`src/rtl/miriscv_lsu_if.sv`:
```
// Data memory port of the load/store unit: word-aligned req/gnt/rvalid bus.
// Signal names keep the LSU-side _i/_o suffixes of the original flat ports.
interface miriscv_lsu_if;
    logic        data_req_o;
    logic        data_we_o;
    logic [3:0]  data_be_o;
    logic [31:0] data_addr_o;
    logic [31:0] data_wdata_o;
    logic        data_gnt_i;
    logic        data_rvalid_i;
    logic [31:0] data_rdata_i;

    modport master (
        output data_req_o, data_we_o, data_be_o, data_addr_o, data_wdata_o,
        input  data_gnt_i, data_rvalid_i, data_rdata_i
    );

    modport slave (
        input  data_req_o, data_we_o, data_be_o, data_addr_o, data_wdata_o,
        output data_gnt_i, data_rvalid_i, data_rdata_i
    );
endinterface

```
`src/rtl/miriscv_lsu.sv`:
```
// Load/store unit: turns a core byte-addressed access into a word-aligned
// memory transaction, stalls the core until completion and extends loads.
module miriscv_lsu #(
    parameter int unsigned MEM_TIMEOUT = 255
) (
    input  logic               clk,
    input  logic               reset,
    input  logic               lsu_req_i,
    input  logic               lsu_we_i,
    input  logic [2:0]         lsu_size_i,
    input  logic [31:0]        lsu_addr_i,
    input  logic [31:0]        lsu_data_i,
    output logic               lsu_stall_req_o,
    output logic [31:0]        lsu_data_o,
    output logic               lsu_misalign_o,
    output logic               lsu_timeout_o,
    miriscv_lsu_if.master      data_if
);

    typedef enum logic [1:0] {IDLE, REQ, RESP, DONE} state_t;

    localparam logic [7:0] CNT_LIMIT = 8'(MEM_TIMEOUT - 1);

    state_t      state_q, state_d;
    logic [7:0]  cnt_q, cnt_d;
    logic [31:0] data_q, data_d;
    logic        timeout_q, timeout_d;
    logic        we_q;
    logic [2:0]  size_q;
    logic [1:0]  off_q;
    logic [31:0] addr_q;
    logic [3:0]  be_q;
    logic [31:0] wdata_q;

    logic        legal;
    logic        capture;
    logic [3:0]  be_new;
    logic [31:0] wdata_new;
    logic [7:0]  rd_byte;
    logic [15:0] rd_half;
    logic [31:0] load_val;

    // Sizes 4/5 are unsigned loads only; a store with those codes is illegal.
    always_comb begin
        legal = 1'b0;
        case (lsu_size_i)
            3'd0:    legal = 1'b1;
            3'd1:    legal = ~lsu_addr_i[0];
            3'd2:    legal = (lsu_addr_i[1:0] == 2'b00);
            3'd4:    legal = ~lsu_we_i;
            3'd5:    legal = ~lsu_we_i & ~lsu_addr_i[0];
            default: legal = 1'b0;
        endcase
    end

    always_comb begin
        be_new    = 4'b1111;
        wdata_new = lsu_data_i;
        case (lsu_size_i[1:0])
            2'b00: begin
                be_new    = 4'b0001 << lsu_addr_i[1:0];
                wdata_new = {4{lsu_data_i[7:0]}};
            end
            2'b01: begin
                be_new    = 4'b0011 << {lsu_addr_i[1], 1'b0};
                wdata_new = {2{lsu_data_i[15:0]}};
            end
            default: begin
                be_new    = 4'b1111;
                wdata_new = lsu_data_i;
            end
        endcase
    end

    always_comb begin
        rd_byte  = 8'(data_if.data_rdata_i >> {off_q, 3'b000});
        rd_half  = 16'(data_if.data_rdata_i >> {off_q[1], 4'b0000});
        load_val = data_if.data_rdata_i;
        case (size_q)
            3'd0:    load_val = {{24{rd_byte[7]}}, rd_byte};
            3'd1:    load_val = {{16{rd_half[15]}}, rd_half};
            3'd4:    load_val = {24'd0, rd_byte};
            3'd5:    load_val = {16'd0, rd_half};
            default: load_val = data_if.data_rdata_i;
        endcase
    end

    // The limit check wins over a same-cycle gnt so REQ+RESP never exceeds MEM_TIMEOUT cycles.
    always_comb begin
        state_d   = state_q;
        cnt_d     = cnt_q;
        data_d    = data_q;
        timeout_d = 1'b0;
        capture   = 1'b0;
        case (state_q)
            IDLE: begin
                if (lsu_req_i && legal) begin
                    state_d = REQ;
                    cnt_d   = '0;
                    capture = 1'b1;
                end
            end
            REQ: begin
                cnt_d = cnt_q + 8'd1;
                if (cnt_q == CNT_LIMIT) begin
                    state_d   = DONE;
                    data_d    = '0;
                    timeout_d = 1'b1;
                end else if (data_if.data_gnt_i) begin
                    state_d = RESP;
                end
            end
            RESP: begin
                cnt_d = cnt_q + 8'd1;
                if (data_if.data_rvalid_i) begin
                    state_d = DONE;
                    data_d  = we_q ? '0 : load_val;
                end else if (cnt_q == CNT_LIMIT) begin
                    state_d   = DONE;
                    data_d    = '0;
                    timeout_d = 1'b1;
                end
            end
            DONE: state_d = IDLE;
            default: state_d = IDLE;
        endcase
    end

    always_ff @(posedge clk or posedge reset) begin
        if (reset) begin
            state_q   <= IDLE;
            cnt_q     <= '0;
            data_q    <= '0;
            timeout_q <= 1'b0;
            we_q      <= 1'b0;
            size_q    <= '0;
            off_q     <= '0;
            addr_q    <= '0;
            be_q      <= '0;
            wdata_q   <= '0;
        end else begin
            state_q   <= state_d;
            cnt_q     <= cnt_d;
            data_q    <= data_d;
            timeout_q <= timeout_d;
            if (capture) begin
                we_q    <= lsu_we_i;
                size_q  <= lsu_size_i;
                off_q   <= lsu_addr_i[1:0];
                addr_q  <= {lsu_addr_i[31:2], 2'b00};
                be_q    <= be_new;
                wdata_q <= wdata_new;
            end
        end
    end

    assign lsu_stall_req_o = ((state_q == IDLE) && lsu_req_i && legal)
                           || (state_q == REQ) || (state_q == RESP);
    assign lsu_misalign_o  = (state_q == IDLE) && lsu_req_i && !legal;
    assign lsu_data_o      = data_q;
    assign lsu_timeout_o   = timeout_q;

    assign data_if.data_req_o   = (state_q == REQ);
    assign data_if.data_we_o    = we_q;
    assign data_if.data_be_o    = be_q;
    assign data_if.data_addr_o  = addr_q;
    assign data_if.data_wdata_o = wdata_q;

endmodule
```
`src/flat_wrapper.sv`:
```
// flat-port wrapper written by rule: the top's interface ports become plain ports
module miriscv_lsu_flat 
#(
    parameter int unsigned MEM_TIMEOUT = 255
)
  (clk, reset, lsu_req_i, lsu_we_i, lsu_size_i, lsu_addr_i, lsu_data_i, lsu_stall_req_o, lsu_data_o, lsu_misalign_o, lsu_timeout_o, data_if_data_req_o, data_if_data_we_o, data_if_data_be_o, data_if_data_addr_o, data_if_data_wdata_o, data_if_data_gnt_i, data_if_data_rvalid_i, data_if_data_rdata_i);
  miriscv_lsu_if data_if_i ();
  input  logic clk;
  input  logic reset;
  input  logic lsu_req_i;
  input  logic lsu_we_i;
  input  logic [2:0] lsu_size_i;
  input  logic [31:0] lsu_addr_i;
  input  logic [31:0] lsu_data_i;
  output logic lsu_stall_req_o;
  output logic [31:0] lsu_data_o;
  output logic lsu_misalign_o;
  output logic lsu_timeout_o;
  output wire logic [$bits(data_if_i.data_req_o)-1:0] data_if_data_req_o;
  output wire logic [$bits(data_if_i.data_we_o)-1:0] data_if_data_we_o;
  output wire logic [$bits(data_if_i.data_be_o)-1:0] data_if_data_be_o;
  output wire logic [$bits(data_if_i.data_addr_o)-1:0] data_if_data_addr_o;
  output wire logic [$bits(data_if_i.data_wdata_o)-1:0] data_if_data_wdata_o;
  input wire logic [$bits(data_if_i.data_gnt_i)-1:0] data_if_data_gnt_i;
  input wire logic [$bits(data_if_i.data_rvalid_i)-1:0] data_if_data_rvalid_i;
  input wire logic [$bits(data_if_i.data_rdata_i)-1:0] data_if_data_rdata_i;
  assign data_if_data_req_o = data_if_i.data_req_o;
  assign data_if_data_we_o = data_if_i.data_we_o;
  assign data_if_data_be_o = data_if_i.data_be_o;
  assign data_if_data_addr_o = data_if_i.data_addr_o;
  assign data_if_data_wdata_o = data_if_i.data_wdata_o;
  assign data_if_i.data_gnt_i = data_if_data_gnt_i;
  assign data_if_i.data_rvalid_i = data_if_data_rvalid_i;
  assign data_if_i.data_rdata_i = data_if_data_rdata_i;
  miriscv_lsu #(.MEM_TIMEOUT(MEM_TIMEOUT)) u_core (.clk(clk), .reset(reset), .lsu_req_i(lsu_req_i), .lsu_we_i(lsu_we_i), .lsu_size_i(lsu_size_i), .lsu_addr_i(lsu_addr_i), .lsu_data_i(lsu_data_i), .lsu_stall_req_o(lsu_stall_req_o), .lsu_data_o(lsu_data_o), .lsu_misalign_o(lsu_misalign_o), .lsu_timeout_o(lsu_timeout_o), .data_if(data_if_i));
endmodule
```
`config.mk`:
```
export PLATFORM = sky130hd
export DESIGN_NAME = miriscv_lsu_flat
export DESIGN_NICKNAME = d
export VERILOG_FILES = /design/src/rtl/miriscv_lsu_if.sv /design/src/rtl/miriscv_lsu.sv /design/src/flat_wrapper.sv
export SDC_FILE = /design/constraint.sdc
export NUM_CORES = 1
export LEC_CHECK = 0
export BUFFER_PORTS_ARGS = -buffer_cell sky130_fd_sc_hd__clkbuf_2
export CORE_MARGIN = 2
export CORE_UTILIZATION = 53
export DETAILED_ROUTE_END_ITERATION = 10
export HOLD_SLACK_MARGIN = 0.06
export PLACE_DENSITY = 0.95
export SYNTH_ARGS = -nofsm -noshare
export SYNTH_HDL_FRONTEND = slang
export SYNTH_SLANG_ARGS = --single-unit
```
`constraint.sdc`:
```
create_clock -name clk -period 8.35 [get_ports clk]
set_input_delay 1.67 -clock clk [delete_from_list [all_inputs] [get_ports clk]]
set_output_delay 1.67 -clock clk [all_outputs]
set_load 0.005 [all_outputs]
```
==> summary.md, run 1 <==
| Metric | Value |
|---|---|
| Status | complete, no violations |
| Worst vdd ir | 0.194 mV |
| Fmax | 190 MHz |
| RSZ-0062 raised after global routing | false |
| DP Wirelength | 10600 um |
| Critical path buffers and inverters | 3 |
| CP max stage delay | 790 ps |
| Post-synth EDFFs | 0 |
| GRT Resource Usage Total | 0.265 |
| Vias in the first global route | 4682 |
| Number of I/O pins | 210 |
| Synthesized area | 5490 um2 |
| GR Overflow Total | 0 |
| DR top layer | met4 |
| Post-Synth Adder-Cell Area | 0.0137 |
| Top-count cell post-synth | dfrtp_1 |
| Worst-Margin Slew | 1050 ps |
| DR WL met3 | 1300 um |
| Seq pwr share | 0.383 |
| Layout area overhead | 30.4% |
| Hold_buf cts | 0 |
| Vias per inst | 5.80 |
| # diodes | 0 |
| Most instantiated cells after synthesis | 115 x dfrtp_1, 46 x o21ai_0, 39 x mux2_1, 36 x nand2_1, 27 x mux2i_1 |
| Seq/Total Area, Yosys | 0.524 |
| Avg Inst Size Synth | 11.7 um2 |
| Crit-path cells | clkbuf_2, a221oi_4, o21bai_4, buf_4, nand2_1, clkbuf_2 |
| Core Area | 10200 um2 |
| Post-synthesis simple-gate area fraction | 0.0865 |
| TritonCTS clock tree | built |
| Yosys cell types | 57 |
| Total power | 2.68 mW |
| Yosys top cell area share | 0.524 |
| Clk buf depth | 2 |
| CTS root buffer | clkbuf_8 |
| Hold Path Class | flop to flop |
| CP endpoint kind | output pin |
| Fin. max-slew vios | 0 |
| Reg clk slew, reported paths | 60 ps |
| Crit Path Max Fanout | 103 |
| DR DRC count | 0 |
| Worst-Skew Late Latency | 500 ps |
| Detail Route Antenna Nets | 0 |
| Initial antenna violation count | 0 |
| Worst reg2reg path endpoint | u_core.lsu_data_o[17] |
| Area leader, netlist | dfrtp_1 |
| WL met2 | 7420 um |
| CTS buffer count | 17 |
| Routability congestion estimate | 0.897 |
| FF+latch count, synth | 115 |
| Sw Ratio | 0.343 |
| First drt pass iteration count | 6 |
| Routed len/inst | 18.1 um |
| Worst Path Class, Setup | primary input to output pin |
| Post-synthesis mux area share | 0.150 |
| Post-Synth XOR/XNOR Area | 0 |
| Number of nets in the layout | 777 |
| Post-CTS sizing | 0 |
| Layout cell share with drive strength beyond 1 | 0.393 |
| Port Buffers | 207 |
| Slowest CP cell | buf_4 |
| Final Cycle Share | 0.629 |
| Sw power | 920 uW |
| Gate Count Post-Synth | 471 |
| Leakage power | 3.59 nW |
| Crit path DAT | 3580 ps |
| PwrDens | 375 nW/um2 |
| Global-route wire length before repair | 23200 um |
| DRT met1 WL | 5690 um |
| Via count | 4729 |
| Skew final | 9.15 ps |
| Synth warn | 0 |
| Top delay family on crit path | buffers and inverters |
| 1st-iter DRT viols | 268 |
| Standard-cell rows | 37 |
| Clock sink count | 115 |
| Clock share of power | 0.275 |
| Worst slew margin | 0.297 |
| Crit start category | primary input |
| Most common flop cell mapped by yosys | dfrtp_1 |
| Starting Density | 0.539 |
| Ys async rst share | 1.00 |
| Combinational Power Share | 0.342 |
| H-tree depth | 4 |
| Setup-failing EPs final | 0 |
| Compound-Gate Fraction of Synth Area | 0.183 |
| TNS Setup | 0 ps |
| Main combinational cell family by area after synthesis | compound AO/OA/AOI/OAI gates |
| WHS Path Cells | 2 |
| Largest net degree at the start of global routing | 104 |
| Top post-synthesis cells by area | dfrtp_1 52%, mux2_1 8.0%, mux2i_1 4.9% |
| Worst r2r src | u_core.state_q[0] |
| Min-delay src | u_core.data_if.data_be_o[0] |
| Die W | 106 um |
| WL final | 14700 um |
| Hold Vio Cnt, Final | 0 |
| Most Frequent Cell on Critical Path | clkbuf_2 |
| Worst Reg-to-Reg Cells | 6 |
| DIE AREA | 11200 um2 |
| Postcts setup bufs | 0 |
| Hold EP | u_core.data_if.data_be_o[0] |
| Die height | 106 um |
| Flop-to-flop setup slack | 5340 ps |
| Int Power | 1.76 mW |
| Max cap viols | 0 |
| Minimum clock period | 5250 ps |
| Required @ worst endpoint | 6680 ps |
[power groups by stage]
stage               clock [mW]  sequential (mW)  combinational, mW
finish                   0.737             1.03              0.918
global route             0.778             1.06               1.01
CTS                      0.750             1.03              0.925
detailed placement           0             1.03              0.920
global placement             0             1.00              0.866
floorplan                    0            0.983              0.546
[sequential cells by signal, summed over array words and instances (netlist names)]
| register | flops |
|---|---|
| u_core.data_if.data_wdata_o | 32 |
| u_core.lsu_data_o | 32 |
| u_core.data_if.data_addr_o | 30 |
| u_core.cnt_q | 8 |
| u_core.data_if.data_be_o | 4 |
| u_core.size_q | 3 |
| u_core.off_q | 2 |
| u_core.state_q | 2 |
| u_core.data_if.data_we_o | 1 |
| u_core.lsu_timeout_o | 1 |
[worst reg2reg max path, delay by kind of cell, from the launching register on]
| kind | cells | cell delay, ps |
|---|---|---|
| DFF | 1 | 350 |
| buffers and inverters | 1 | 90 |
| AOI/OAI and AO/OA | 2 | 1070 |
| and+or+nand+nor | 2 | 940 |
| adders and majority gates | 1 | 500 |
[cells by family after synthesis]
| family | after synthesis |
|---|---|
| compound gates | 136 |
| fa+ha+maj | 6 |
| buf+inv | 45 |
| flops | 115 |
| mux | 74 |
| other cells | 1 |
| simple gates | 94 |
[stage by stage]
stage	utilization	hold slack, ps	setup slack, ps	area [um2]	cells
2_1_floorplan	-	473	3640	5500	472
3_3_place_gp	0.643	465	3100	6550	783
3_5_place_dp	0.643	478	3060	6550	783
4_1_cts	0.703	492	3060	7160	815
5_1_grt	0.703	507	2910	7160	815
6_report	0.703	489	3100	7160	815
[per-layer routing]
| metal | GRT usage | vias up |
|---|---|---|
| li1 | - | 2135 |
| met4 | 0.119 | 0 |
| met3 | 0.0742 | 28 |
| met2 | 0.459 | 279 |
| met5 | 0 | - |
| met1 | 0.305 | 2287 |
[worst max path at each step]
stage	from	end	slack, ps	depth (start not counted)
4_1_cts	lsu_size_i[1]	lsu_stall_req_o	3060	6
6_report	lsu_size_i[1]	lsu_stall_req_o	3100	6
2_1_floorplan	reset	u_core.cnt_q[0]	3640	1
3_3_place_gp	lsu_size_i[1]	lsu_stall_req_o	3100	6
5_1_grt	lsu_size_i[1]	lsu_stall_req_o	2910	6
3_5_place_dp	lsu_size_i[1]	lsu_stall_req_o	3060	6
[layout make-up]
class / count / area [um2]
fill: 742 / 3020
sequential: 115 / 2880
multi-input combinational: 312 / 2400
timing repair buffer: 210 / 1060
clock buffer: 21 / 459
tap: 136 / 170
clock inverter: 11 / 153
inverter: 10 / 40.0
[cells in the final DEF (no fill, tap or decap), types with 9 or more instances in the layout]
master     instances
clkbuf_2         207
dfrtp_1          115
o21ai_0           46
mux2_1            39
nand2_1           36
mux2i_1           27
clkbuf_16         16
nor2_1            15
a21oi_1           14
nand2b_1          12
a221o_2           10
inv_1              9
(Power assumes the default switching activity.)
==> inputs of run 2 (changes only) <==
--- a/config.mk
+++ b/config.mk
@@ -7,10 +7,10 @@
 export LEC_CHECK = 0
 export BUFFER_PORTS_ARGS = -buffer_cell sky130_fd_sc_hd__clkbuf_2
 export CORE_MARGIN = 2
-export CORE_UTILIZATION = 53
+export CORE_UTILIZATION = 49
 export DETAILED_ROUTE_END_ITERATION = 10
 export HOLD_SLACK_MARGIN = 0.06
-export PLACE_DENSITY = 0.95
+export PLACE_DENSITY = 0.89
 export SYNTH_ARGS = -nofsm -noshare
 export SYNTH_HDL_FRONTEND = slang
 export SYNTH_SLANG_ARGS = --single-unit
==> constraint.sdc (replaced) <==
create_clock -name clk -period 5.1 [get_ports clk]
set_input_delay 1.02 -clock clk [delete_from_list [all_inputs] [get_ports clk]]
set_output_delay 1.02 -clock clk [all_outputs]
set_load 0.005 [all_outputs]
==> summary.md, run 2 (same netlist as run 1, synthesis figures left out) <==
| Metric | Value |
|---|---|
| Port Buffers | 207 (unchanged) |
| WHS Path Cells | 2 (unchanged) |
| Most Frequent Cell on Critical Path | clkbuf_2 (unchanged) |
| Initial antenna violation count | 0 (unchanged) |
| Hold_buf cts | 0 (unchanged) |
| Detail Route Antenna Nets | 0 (unchanged) |
| CTS buffer count | 17 (unchanged) |
| GR Overflow Total | 0 (unchanged) |
| Flop-to-flop setup slack | 2150 ps (was 5340 ps) |
| Most common cell after layout, fill and taps aside | clkbuf_2 (unchanged) |
| Crit start category | primary input (unchanged) |
| Commonest cells after routing, fill and taps aside | 207 x clkbuf_2, 115 x dfrtp_1, 46 x o21ai_0, 39 x mux2_1, 36 x nand2_1 (unchanged) |
| TNS Setup | 0 ps (unchanged) |
| H-tree depth | 4 (unchanged) |
| TritonCTS clock tree | built (unchanged) |
| Hold Vio Cnt, Final | 0 (unchanged) |
| WHS | 480 ps (was 489 ps) |
| Status | complete, no violations (unchanged) |
| Worst slew margin | 0.315 (was 0.297) |
| Starting Density | 0.505 (was 0.539) |
| DP Wirelength | 10300 um (was 10600 um) |
| Worst vdd ir | 0.314 mV (was 0.194 mV) |
| Layout area overhead | 29.7% (was 30.4%) |
| Standard-cell rows | 38 (was 37) |
| CTS root buffer | clkbuf_8 (unchanged) |
| Skew final | 12.8 ps (was 9.15 ps) |
| Reg clk slew, reported paths | 60 ps (about the same) |
| Die height | 110 um (was 106 um) |
| Total power | 4.29 mW (was 2.68 mW) |
| Fin. max-slew vios | 0 (unchanged) |
| Crit-path cells | clkbuf_2, a221oi_4, o21bai_4, nand2_1, clkbuf_2 (was clkbuf_2, a221oi_4, o21bai_4, buf_4, nand2_1, clkbuf_2) |
| Required @ worst endpoint | 4080 ps (was 6680 ps) |
| Largest net degree at the start of global routing | 103 (was 104) |
| # diodes | 0 (unchanged) |
| Slowest CP cell | a221oi_4 (was buf_4) |
| Fmax | 320 MHz |
| Worst reg2reg path endpoint | u_core.lsu_data_o[31] (was u_core.lsu_data_o[17]) |
| Die W | 110 um (was 106 um) |
| Hold Path Class | flop to flop (unchanged) |
| Hold EP | u_core.data_if.data_wdata_o[17] (was u_core.data_if.data_be_o[0]) |
| RSZ-0062 raised after global routing | false (unchanged) |
| Vias per inst | 5.69 (was 5.80) |
| DIE AREA | 12100 um2 (was 11200 um2) |
| CP max stage delay | 500 ps (was 790 ps) |
| WL final | 14200 um (was 14700 um) |
| Global-route wire length before repair | 22600 um (was 23200 um) |
| Min-delay src | u_core.data_if.data_wdata_o[17] (was u_core.data_if.data_be_o[0]) |
| Final Cycle Share | 0.613 |
| Number of I/O pins | 210 (unchanged) |
| Max cap viols | 0 (unchanged) |
| Clk buf depth | 2 (unchanged) |
| PwrDens | 601 nW/um2 (was 375 nW/um2) |
| Crit path DAT | 2100 ps (was 3580 ps) |
| CP endpoint kind | output pin (unchanged) |
| Core Area | 10900 um2 (was 10200 um2) |
| Post-CTS sizing | 0 (unchanged) |
| Via count | 4663 (was 4729) |
| Number of nets in the layout | 778 (was 777) |
| Vias in the first global route | 4690 (was 4682) |
| Worst r2r src | u_core.state_q[0] (unchanged) |
| Leakage power | 3.57 nW (was 3.59 nW) |
| Crit Path Max Fanout | 15 (was 103) |
| Setup-failing EPs final | 0 (unchanged) |
| Worst Path Class, Setup | primary input to output pin (unchanged) |
| Routed len/inst | 17.3 um (was 18.1 um) |
| 1st-iter DRT viols | 299 (was 268) |
| Worst-Skew Late Latency | 510 ps (was 500 ps) |
| GRT Resource Usage Total | 0.244 (was 0.265) |
| Worst-Margin Slew | 1030 ps (was 1050 ps) |
| Worst Reg-to-Reg Cells | 6 (unchanged) |
| Minimum clock period | 3120 ps |
| Postcts setup bufs | 0 (unchanged) |
| Routability congestion estimate | 0.830 (was 0.897) |
| Layout cell share with drive strength beyond 1 | 0.396 (was 0.393) |
| Clock sink count | 115 (unchanged) |
| First drt pass iteration count | 5 (was 6) |
| DR DRC count | 0 (unchanged) |
run 2: cell types whose count changed in the layout (fill, tap and decap cells not counted), moves of 2 or more:
cell	previous run	this run
bufinv_16	3	1
clkbuf_8	4	1
clkinvlp_4	3	5
inv_6	0	5
run 2: layout make-up:
cell class | count | area, um2
fillers | 846 | 3760
flip-flops and latches | 115 | 2880
multi-input cells | 312 | 2400
repair buffers | 211 | 1070
clock buffers | 17 | 414
well taps | 140 | 175
clock inverters | 15 | 149
inverters | 10 | 40.0
run 2: power breakdown:
| part | internal [mW] | total (mW) | switching [mW] |
|---|---|---|---|
| clock | 0.657 | 1.11 | 0.454 |
| sequential | 1.34 | 1.67 | 0.333 |
| combinational | 0.764 | 1.50 | 0.738 |
run 2: through the flow:
stage | area (um2) | instances | util | setup WS (ps)
after global routing | 7130 | 820 | 0.654 | 1890
after floorplan | 5500 | 472 | - | 1040
after global placement | 6560 | 788 | 0.603 | 2000
final | 7130 | 820 | 0.654 | 1980
after CTS | 7130 | 820 | 0.654 | 1970
after detailed placement | 6560 | 788 | 0.603 | 1970
run 2: per-layer routing:
metal / vias to the layer above / global-route usage / part of all wire / wire length, um
li1: 2144 / - / - / -
met1: 2278 / 0.291 / 0.40 / 5630
met2: 222 / 0.409 / 0.50 / 7100
met3: 19 / 0.0877 / 0.088 / 1260
met4: 0 / 0.0823 / 0.016 / 221
met5: - / 0 / 0 / 0
run 2: how the worst max path moves through the flow:
stage                   from                        endpoint  slack, ps  cells past startpoint
2_1_floorplan          reset                 u_core.cnt_q[0]       1040                      1
3_5_place_dp   lsu_size_i[0]  u_core.data_if.data_wdata_o[7]       1970                      5
5_1_grt        lsu_size_i[0]                 lsu_stall_req_o       1890                      5
3_3_place_gp   lsu_size_i[0]                 lsu_stall_req_o       2000                      5
4_1_cts        lsu_size_i[0]                 lsu_stall_req_o       1970                      5
6_report       lsu_size_i[0]                 lsu_stall_req_o       1980                      5
run 2: critical path: cells and delay by family:
kind                   cells  cell delay (ps)
buffers and inverters      2              410
AOI/OAI and AO/OA          2              610
and+or+nand+nor            1               60
==> inputs of run 3 (changes only) <==
--- a/config.mk
+++ b/config.mk
@@ -5,12 +5,13 @@
 export SDC_FILE = /design/constraint.sdc
 export NUM_CORES = 1
 export LEC_CHECK = 0
+export ABC_AREA = 1
 export BUFFER_PORTS_ARGS = -buffer_cell sky130_fd_sc_hd__clkbuf_2
 export CORE_MARGIN = 2
-export CORE_UTILIZATION = 49
+export CORE_UTILIZATION = 45
 export DETAILED_ROUTE_END_ITERATION = 10
 export HOLD_SLACK_MARGIN = 0.06
-export PLACE_DENSITY = 0.89
+export PLACE_DENSITY = 0.86
 export SYNTH_ARGS = -nofsm -noshare
 export SYNTH_HDL_FRONTEND = slang
 export SYNTH_SLANG_ARGS = --single-unit
==> constraint.sdc (replaced) <==
create_clock -name clk -period 2.55 [get_ports clk]
set_input_delay 0.51 -clock clk [delete_from_list [all_inputs] [get_ports clk]]
set_output_delay 0.51 -clock clk [all_outputs]
set_load 0.005 [all_outputs]
==> summary.md, run 3 <==
| Metric | Value |
|---|---|
| Fin area | 7460 um2 (was 7130 um2) |
| Post-synth EDFFs | 0 (unchanged) |
| Crit start category | flop (was primary input) |
| Postcts setup bufs | 0 (unchanged) |
| Initial antenna violation count | 0 (unchanged) |
| Worst vdd ir | 0.610 mV (was 0.314 mV) |
| CTS buffer count | 17 (unchanged) |
| Yosys top cell area share | 0.503 (was 0.524) |
| Leakage power | 4.33 nW (was 3.57 nW) |
| Yosys cell types | 27 (was 57) |
| GRT Resource Usage Total | 0.232 (was 0.244) |
| CP endpoint kind | output pin (unchanged) |
| Most Frequent Cell on Critical Path | inv_1 (was clkbuf_2) |
| Layout fillers | 1202 (was 846) |
| Most instantiated cells after synthesis | 359 x nand2_1, 115 x dfrtp_1, 50 x inv_1, 48 x nor2_1, 42 x o21ai_0 (was 115 x dfrtp_1, 46 x o21ai_0, 39 x mux2_1, 36 x nand2_1, 27 x mux2i_1) |
| Via count | 5615 (was 4663) |
| Area after DPL | 6830 um2 (was 6560 um2) |
| 1st-iter DRT viols | 614 (was 299) |
| Flop-to-flop setup slack | 590 ps (was 2150 ps) |
| Commonest cells after routing, fill and taps aside | 359 x nand2_1, 207 x clkbuf_2, 115 x dfrtp_1, 49 x inv_1, 48 x nor2_1 (was 207 x clkbuf_2, 115 x dfrtp_1, 46 x o21ai_0, 39 x mux2_1, 36 x nand2_1) |
| Seq pwr share | 0.364 (was 0.390) |
| Gate Count Post-Synth | 767 (was 471) |
| Critical path buffers and inverters | 3 (was 2) |
| Setup-failing EPs final | 0 (unchanged) |
| Die W | 117 um (was 110 um) |
| Sw power | 3.20 mW (was 1.53 mW) |
| TritonCTS clock tree | built (unchanged) |
| DP Wirelength | 10900 um (was 10300 um) |
| Routed len/inst | 13.5 um (was 17.3 um) |
| Standard-cell rows | 41 (was 38) |
| Top post-synthesis cells by area | dfrtp_1 50%, nand2_1 24%, o21ai_0 3.7% (was dfrtp_1 52%, mux2_1 8.0%, mux2i_1 4.9%) |
| GR Overflow Total | 0 (unchanged) |
| Sw Ratio | 0.365 (was 0.356) |
| Ys async rst share | 1.00 (unchanged) |
| Detail Route Antenna Nets | 0 (unchanged) |
| Clock sink count | 115 (unchanged) |
| DP Worst Slack | 638 ps (was 1970 ps) |
| Post-layout worst setup margin | 431 ps (was 1980 ps) |
| Clock share of power | 0.291 (was 0.259) |
| Area leader, netlist | dfrtp_1 (unchanged) |
| DR DRC count | 0 (unchanged) |
| Final Cycle Share | 0.831 |
| Clk buf depth | 2 (unchanged) |
| Core Area | 12500 um2 (was 10900 um2) |
| Post-Route Utilization | 0.596 (was 0.654) |
| Starting Density | 0.457 (was 0.505) |
| Number of I/O pins | 210 (unchanged) |
| DIE AREA | 13600 um2 (was 12100 um2) |
| Post-CTS sizing | 0 (unchanged) |
| Crit path DAT | 1610 ps (was 2100 ps) |
| Hold_buf cts | 0 (unchanged) |
| TNS Setup | 0 ps (unchanged) |
| First drt pass iteration count | 6 (was 5) |
| Combinational Power Share | 0.344 (was 0.351) |
| Layout area overhead | 30.5% (was 29.7%) |
| Routability congestion estimate | 0.879 (was 0.830) |
| Seq/Total Area, Yosys | 0.503 (was 0.524) |
| Layout cell share with drive strength beyond 1 | 0.276 (was 0.396) |
| Max cap viols | 0 (unchanged) |
| Synthesized area | 5720 um2 (was 5490 um2) |
| Most common flop cell mapped by yosys | dfrtp_1 (unchanged) |
| Port Buffers | 207 (unchanged) |
| WL final | 15500 um (was 14200 um) |
| Vias per inst | 4.87 (was 5.69) |
| Hold Vio Cnt, Final | 0 (unchanged) |
| Worst-Skew Late Latency | 420 ps (was 510 ps) |
| Total power | 8.75 mW (was 4.29 mW) |
| Fmax | 472 MHz |
| Worst slew margin | 0.578 (was 0.315) |
| Most common cell after layout, fill and taps aside | nand2_1 (was clkbuf_2) |
| Int Power | 5.55 mW (was 2.76 mW) |
| CP max stage delay | 400 ps (was 500 ps) |
| RSZ-0062 raised after global routing | false (unchanged) |
| Inst Count DP | 1120 (was 788) |
| Largest net degree at the start of global routing | 116 (was 103) |
| Hold Path Class | primary input to asynchronous set/reset pin (was flop to flop) |
| Reg clk slew, reported paths | 50 ps (was 60 ps) |
| Vias in the first global route | 5233 (was 4690) |
| Synth warn | 0 (unchanged) |
| Crit Path Max Fanout | 4 (was 15) |
| Fin cells | 1152 (was 820) |
| Fin. max-slew vios | 0 (unchanged) |
| Avg Inst Size Synth | 7.45 um2 (was 11.7 um2) |
| FF+latch count, synth | 115 (unchanged) |
| Global-route wire length before repair | 24400 um (was 22600 um) |
| Status | complete, no violations (unchanged) |
| Minimum clock period | 2120 ps |
| PwrDens | 1170 nW/um2 (was 601 nW/um2) |
| H-tree depth | 4 (unchanged) |
| # diodes | 0 (unchanged) |
| Crit-path cells | inv_1, ha_1, nand2_1, inv_1, nand2_4, nand3_1, clkbuf_2 (was clkbuf_2, a221oi_4, o21bai_4, nand2_1, clkbuf_2) |
| Skew final | 4.69 ps (was 12.8 ps) |
| Number of nets in the layout | 1078 (was 778) |
| Top delay family on crit path | flip-flops (was compound AO/OA/AOI/OAI gates) |
| Top-count cell post-synth | nand2_1 (was dfrtp_1) |
| CTS root buffer | clkbuf_16 (was clkbuf_8) |
| Slowest CP cell | dfrtp_1 (was a221oi_4) |
| Die height | 117 um (was 110 um) |
| Worst-Margin Slew | 633 ps (was 1030 ps) |
| Required @ worst endpoint | 2040 ps (was 4080 ps) |
| WHS | 242 ps (was 480 ps) |
| Worst Path Class, Setup | flop to output pin (was primary input to output pin) |
-- run 3: cell count changes after synthesis, sizes merged, moves of 20 or more --
cell / change
mux2i: -27
inv: +45
mux2: -45
nand3: +25
nand2: +328
a21oi: +20
nor2: +36
-- run 3: worst min-delay path, cell delays in order --
cell        delay [ps]
clkbuf_2           100
clkinvlp_4          70
buf_12             430
-- run 3: cell families (layout without fill, tap and decap cells) --
logic type,after synthesis,after routing,synth area share
DFF,115,115,0.503
adders and majority gates,6,6,0.0131
other,1,2,0.000656
xor gates and xnor gates,2,2,0.00306
and+or+nand+nor,462,462,0.324
AOI/OAI and AO/OA,92,92,0.0818
buffers and inverters,89,301,0.0742
-- run 3: worst paths after layout --
kind | from | cells past startpoint | endpoint
max reg2reg | u_core.size_q[1] | 7 | u_core.lsu_data_o[17]
min in group clk | lsu_addr_i[29] | 3 | u_core.data_if.data_addr_o[29]
min reg2reg | u_core.data_if.data_addr_o[27] | 2 | u_core.data_if.data_addr_o[27]
max in group asynchronous | reset | 3 | u_core.data_if.data_wdata_o[9]
min | reset | 3 | u_core.lsu_data_o[6]
max | u_core.state_q[1] | 7 | lsu_stall_req_o
-- run 3: final cells by class --
type | count | area [um2] | area share
timing repair buffer | 214 | 1100 | 0.148
clock inverter | 13 | 183 | 0.0245
clock buffer | 19 | 453 | 0.0607
sequential | 115 | 2880 | 0.386
multi-input combinational | 564 | 2420 | 0.325
inverter | 55 | 210 | 0.0282
tap | 172 | 215 | 0.0288
-- run 3: metal layers --
metal | vias up | track usage | share of wire
met5 | - | 0 | 0
met2 | 237 | 0.383 | 0.48
met1 | 2565 | 0.283 | 0.42
met3 | 31 | 0.0784 | 0.083
met4 | 0 | 0.0878 | 0.021
li1 | 2782 | - | -
-- run 3: power groups by stage --
| stage | clock (mW) | sequential [mW] | combinational (mW) |
|---|---|---|---|
| final | 2.55 | 3.19 | 3.01 |
| after CTS | 2.57 | 3.18 | 3.04 |
| after floorplan | 0 | 3.14 | 1.81 |
| after detailed placement | 0 | 3.18 | 3.02 |
| after global placement | 0 | 3.18 | 2.92 |
| after global routing | 2.66 | 3.29 | 3.47 |
